<file path="src/rtl/axil_master_arbiter.sv">
// axil_master_arbiter: round-robin share of one AXI-Lite master port among N_REQ single-beat requesters
module axil_master_arbiter #(
  parameter int N_REQ  = 2,
  parameter int ADDR_W = 32,
  parameter int DATA_W = 32
) (
  input  logic                      clk,
  input  logic                      rst_n,
  input  logic [N_REQ-1:0]          req_valid_i,
  output logic [N_REQ-1:0]          req_ready_o,
  input  logic [N_REQ-1:0]          req_we_i,
  input  logic [N_REQ*ADDR_W-1:0]   req_addr_i,
  input  logic [N_REQ*DATA_W-1:0]   req_wdata_i,
  output logic [N_REQ-1:0]          rsp_valid_o,
  output logic [DATA_W-1:0]         rsp_rdata_o,
  output logic                      rsp_err_o,
  output logic                      busy_o,
  output logic [ADDR_W-1:0]         m_axil_awaddr,
  output logic [2:0]                m_axil_awprot,
  output logic                      m_axil_awvalid,
  input  logic                      m_axil_awready,
  output logic [DATA_W-1:0]         m_axil_wdata,
  output logic [DATA_W/8-1:0]       m_axil_wstrb,
  output logic                      m_axil_wvalid,
  input  logic                      m_axil_wready,
  input  logic [1:0]                m_axil_bresp,
  input  logic                      m_axil_bvalid,
  output logic                      m_axil_bready,
  output logic [ADDR_W-1:0]         m_axil_araddr,
  output logic [2:0]                m_axil_arprot,
  output logic                      m_axil_arvalid,
  input  logic                      m_axil_arready,
  input  logic [DATA_W-1:0]         m_axil_rdata,
  input  logic [1:0]                m_axil_rresp,
  input  logic                      m_axil_rvalid,
  output logic                      m_axil_rready
);
  localparam int IW = $clog2(N_REQ);
  typedef enum logic [2:0] {IDLE, WR_REQ, WR_RESP, RD_REQ, RD_RESP, DONE} state_t;
  state_t state;
  logic [IW-1:0] last_grant, grant, idx, owner;
  logic found, accept;
  logic [1:0] rst_sync;
  assign m_axil_awprot = 3'b000;
  assign m_axil_arprot = 3'b000;
  assign m_axil_wstrb  = '1;
  assign busy_o        = state != IDLE;
  // Deassertion is synchronised by holding off grants until the sync chain fills.
  always_ff @(posedge clk or negedge rst_n)
    if (!rst_n) rst_sync <= 2'b00;
    else rst_sync <= {rst_sync[0], 1'b1};
  always_comb begin
    grant = last_grant;
    found = 1'b0;
    idx   = '0;
    for (int i = 1; i <= N_REQ; i++) begin
      idx = IW'((int'(last_grant) + i) % N_REQ);
      if (!found && req_valid_i[idx]) begin
        grant = idx;
        found = 1'b1;
      end
    end
  end
  assign accept      = state == IDLE && found && rst_sync[1];
  assign req_ready_o = accept ? N_REQ'(1) << grant : '0;
  always_ff @(posedge clk or negedge rst_n)
    if (!rst_n) begin
      state          <= IDLE;
      last_grant     <= IW'(N_REQ - 1);
      owner          <= '0;
      m_axil_awaddr  <= '0;
      m_axil_awvalid <= 1'b0;
      m_axil_wdata   <= '0;
      m_axil_wvalid  <= 1'b0;
      m_axil_bready  <= 1'b0;
      m_axil_araddr  <= '0;
      m_axil_arvalid <= 1'b0;
      m_axil_rready  <= 1'b0;
      rsp_valid_o    <= '0;
      rsp_rdata_o    <= '0;
      rsp_err_o      <= 1'b0;
    end else begin
      case (state)
        IDLE: if (accept) begin
          owner      <= grant;
          last_grant <= grant;
          if (req_we_i[grant]) begin
            m_axil_awaddr  <= req_addr_i[int'(grant)*ADDR_W +: ADDR_W];
            m_axil_wdata   <= req_wdata_i[int'(grant)*DATA_W +: DATA_W];
            m_axil_awvalid <= 1'b1;
            m_axil_wvalid  <= 1'b1;
            state          <= WR_REQ;
          end else begin
            m_axil_araddr  <= req_addr_i[int'(grant)*ADDR_W +: ADDR_W];
            m_axil_arvalid <= 1'b1;
            state          <= RD_REQ;
          end
        end
        WR_REQ: begin
          if (m_axil_awready) m_axil_awvalid <= 1'b0;
          if (m_axil_wready) m_axil_wvalid <= 1'b0;
          if ((!m_axil_awvalid || m_axil_awready) && (!m_axil_wvalid || m_axil_wready)) begin
            m_axil_bready <= 1'b1;
            state         <= WR_RESP;
          end
        end
        WR_RESP: if (m_axil_bvalid) begin
          m_axil_bready <= 1'b0;
          rsp_rdata_o   <= '0;
          rsp_err_o     <= |m_axil_bresp;
          rsp_valid_o   <= N_REQ'(1) << owner;
          state         <= DONE;
        end
        RD_REQ: if (m_axil_arready) begin
          m_axil_arvalid <= 1'b0;
          m_axil_rready  <= 1'b1;
          state          <= RD_RESP;
        end
        RD_RESP: if (m_axil_rvalid) begin
          m_axil_rready <= 1'b0;
          rsp_rdata_o   <= m_axil_rdata;
          rsp_err_o     <= |m_axil_rresp;
          rsp_valid_o   <= N_REQ'(1) << owner;
          state         <= DONE;
        end
        DONE: begin
          rsp_valid_o <= '0;
          state       <= IDLE;
        end
        default: state <= IDLE;
      endcase
    end
endmodule
</file>
<file path="config.mk">
export PLATFORM = sky130hd
export DESIGN_NAME = axil_master_arbiter
export DESIGN_NICKNAME = d
export VERILOG_FILES = /design/src/rtl/axil_master_arbiter.sv
export SDC_FILE = /design/constraint.sdc
export NUM_CORES = 1
export LEC_CHECK = 0
export CAP_MARGIN = 25
export CORE_MARGIN = 2
export CORE_UTILIZATION = 25
export CTS_CLUSTER_SIZE = 16
export DETAILED_ROUTE_END_ITERATION = 10
export SLEW_MARGIN = 20
export SYNTH_ARGS = -nofsm -noshare
export SYNTH_HDL_FRONTEND = slang
export SYNTH_SLANG_ARGS = --single-unit
</file>
<file path="constraint.sdc">
create_clock -name clk -period 2.7 [get_ports clk]
set_input_delay 0.27 -clock clk [delete_from_list [all_inputs] [get_ports clk]]
set_output_delay 0.27 -clock clk [all_outputs]
set_load 0.005 [all_outputs]
</file>
==> flow_summary.ini <==
[hold_path]
hp-class = flip-flop to flip-flop

[global_routing]
grt_pass1_wl_um = 28700
grt_busiest_layer = met2
grt_usage = 0.137
grt_use_met3 = 0.0407
grt_overflow_total = 0
first_global_vias = 4923
grt_max_degree = 66
met1_usage = 0.171
antenna_found_initial = 0
met2_usage = 0.231

[setup_path]
endpoint_kind = output port
max_stage_delay_ps = 560
path_buf_inv = 2
start_kind = flip-flop
crit_path_cell_trace = nor2_1, o2111ai_1, buf_4, nor2_1, clkdlybuf4s50_1
cp_top_family = buffers and inverters
slowest_stage = clkdlybuf4s50_1
path_max_fanout = 5
critPathArrivalTime_ps = 2080
path_class = flip-flop to output port
required_ps = 2430
cpMostUsedCell = nor2_1

[synth]
synth_edf_count = 0
synth.avg_cell_area_um2 = 14.4
synth_area_um2 = 6500
synth-async-reset-ratio = 1.00
yosys_warnings = 0
synth_seq_cells = 143
yosys_most_used_dff = dfrtp_1
yosysSeqAreaShare = 0.551
netlist_instances = 450
yosys.cell_types.count = 43

[sta]
maxSlewViolCount = 0
fin_skew_ps = 11.0
fin_crit_ps = 2350
finalSetupViolCount = 0
fmax_ghz = 0.425
fin_crit_sh = 0.872
tightest_slew_ps = 578
relSlewSlack = 0.614
rsz0062_at_grt = false
finalHoldViolations = 0
setup_ws_ps = 346
tns_ps = 0

[floorplanning]
dieWidth_um = 165
die_y_um = 165
rows = 59
core_area_um2 = 25800
initial_core_util = 0.252
io_pins = 324
die_area_um2 = 27300

[power_and_ir_drop]
p_per_area_nw_per_um2 = 993
p_leak_nw = 4.43
ir_drop_mv = 0.388

[layout]
antenna_cells = 0
fillers = 2468
finalNonFillerCells = 1120
layout-drive-gt1-share = 0.237
nets = 947
area_growth_pct = 63.6

[placement]
numPortBuffers = 313
place_inst = 1087
dpl.hpwl_um = 13800
gp_congestion = 0.700
dp_slack_ps = 269

[route]
drc_errors = 0
first_iter_violations = 199
wl_per_cell_um = 16.9
dr_total_vias = 4868
dr.pass1.iters = 4
wirelength_um = 18900
ant_nets = 0
vias_per_cell = 4.35

[clocking]
clockBufferDepth = 2
cts_num_sinks = 143
numCtsBuffers = 17
postCtsSetupBuffers = 0
path_clk_slew_ps = 70
ctsResizeCount = 0
cts_tree = yes
clock_latency_ps = 410
h-tree-depth = 4
cts-root-buf = clkbuf_16

[status]
status = complete, no violations

[job]
cap_violations = 0
==> power breakdown <==
group	switching, mW	internal [mW]	total (mW)
logic	1.59	3.06	4.66
registers	0.497	3.08	3.57
clock network	1.02	1.30	2.32
==> path summary, 6_finish.rpt <==
kind | slack (ps) | start | cells past startpoint | end
setup / recovery | 350 | state[2]$_DFFE_PN0P_ | 5 | req_ready_o[1]
hold / removal | 360 | rst_sync[0]$_DFF_PN0_ | 0 | rst_sync[1]$_DFF_PN0_
setup reg to reg | 580 | last_grant$_DFFE_PN1P_ | 5 | m_axil_araddr[5]$_DFFE_PN0P_
hold reg to reg | 360 | rst_sync[0]$_DFF_PN0_ | 0 | rst_sync[1]$_DFF_PN0_
max in group asynchronous | 1550 | rst_n | 3 | m_axil_wdata[5]$_DFFE_PN0P_
min in group asynchronous | 400 | rst_n | 2 | m_axil_awaddr[6]$_DFFE_PN0P_
==> placed cells by master, fill, tap and decap left out, types with 2 or more instances in the layout <==
cell type	count
nand2_1	15
a221o_1	2
mux2_2	98
nor3_1	3
nor2b_1	2
buf_12	6
inv_6	5
clkinvlp_4	4
a21oi_1	6
conb_1	11
clkbuf_16	17
nor2_1	5
mux2_1	32
a21o_1	3
dfrtp_1	142
and3b_1	2
a22o_1	32
o21ai_0	5
a2bb2oi_1	2
buf_4	12
o22ai_1	2
o31ai_1	2
nand2b_1	2
mux2_4	30
inv_1	3
clkdlybuf4s50_1	312
clkinv_4	2
==> cell families (layout without fill, tap and decap cells) <==
logic type | count (synthesis) | in the layout | synth area share
flip-flops | 143 | 143 | 0.551
other | 2 | 11 | 0.00116
multiplexers | 160 | 160 | 0.295
buffers and inverters | 42 | 368 | 0.0447
AO/OA/AOI/OAI | 66 | 66 | 0.0805
AND/OR/NAND/NOR | 37 | 37 | 0.0281
==> timing repair <==
item | 4_1_cts | 5_1_grt
setup endpoints to repair | 0 | 0
hold endpoints to repair | 55 | 0
hold buffers | 1 | 0
==> sequential cells by signal, indices dropped and copies added (netlist names), 2 cells and up <==
register / cells
m_axil_araddr: 32
m_axil_awaddr: 32
m_axil_wdata: 32
rsp_rdata_o: 32
rsp_valid_o: 2
rst_sync: 2
state: 3
==> per-stage QoR <==
stage / power (mW) / cell area (um2) / utilization / hold WS [ps]
global route: 11.3 / 10600 / 0.413 / 380
finish: 10.6 / 10600 / 0.413 / 360
detailed placement: 8.35 / 10000 / 0.390 / 290
floorplan: 5.81 / 6530 / - / -25.6
CTS: 10.8 / 10600 / 0.413 / 368
global placement: 8.30 / 10000 / 0.390 / 281
==> cells in the mapped netlist (2+ instances only) <==
master / number / area, um2
buf_4: 12 / 90.1
o22ai_1: 2 / 12.5
a21o_1: 3 / 22.5
o21ai_0: 5 / 25.0
inv_1: 3 / 11.3
nor2_1: 6 / 22.5
conb_1: 2 / 7.51
a2bb2oi_1: 2 / 17.5
nand2b_1: 2 / 12.5
buf_6: 11 / 124
mux2_2: 98 / 1100
buf_2: 4 / 20.0
mux2_1: 32 / 360
mux2_4: 30 / 450
a221o_1: 2 / 20.0
nand2_1: 16 / 60.1
o31ai_1: 2 / 15.0
a22o_1: 32 / 280
clkbuf_1: 11 / 41.3
a21oi_1: 6 / 30.0
dfrtp_1: 142 / 3550
and3b_1: 3 / 26.3
nor3_1: 3 / 15.0
nor2b_1: 2 / 12.5
==> routing by layer <==
layer / up-vias / wire (um)
li1: 2279 / -
met4: 0 / 201
met2: 179 / 9340
met5: - / 0
met1: 2401 / 8020
met3: 9 / 1360
==> final cells by class <==
type	count	area (um2)	share of cell area
inverter	4	15.0	0.00141
clock inverter	14	149	0.0140
sequential	143	3580	0.337
clock buffer	18	429	0.0404
timing repair buffer	332	3350	0.316
tap	335	419	0.0394
multi-input combinational	274	2680	0.252
Note: power is estimated with default switching activity, not from simulation.
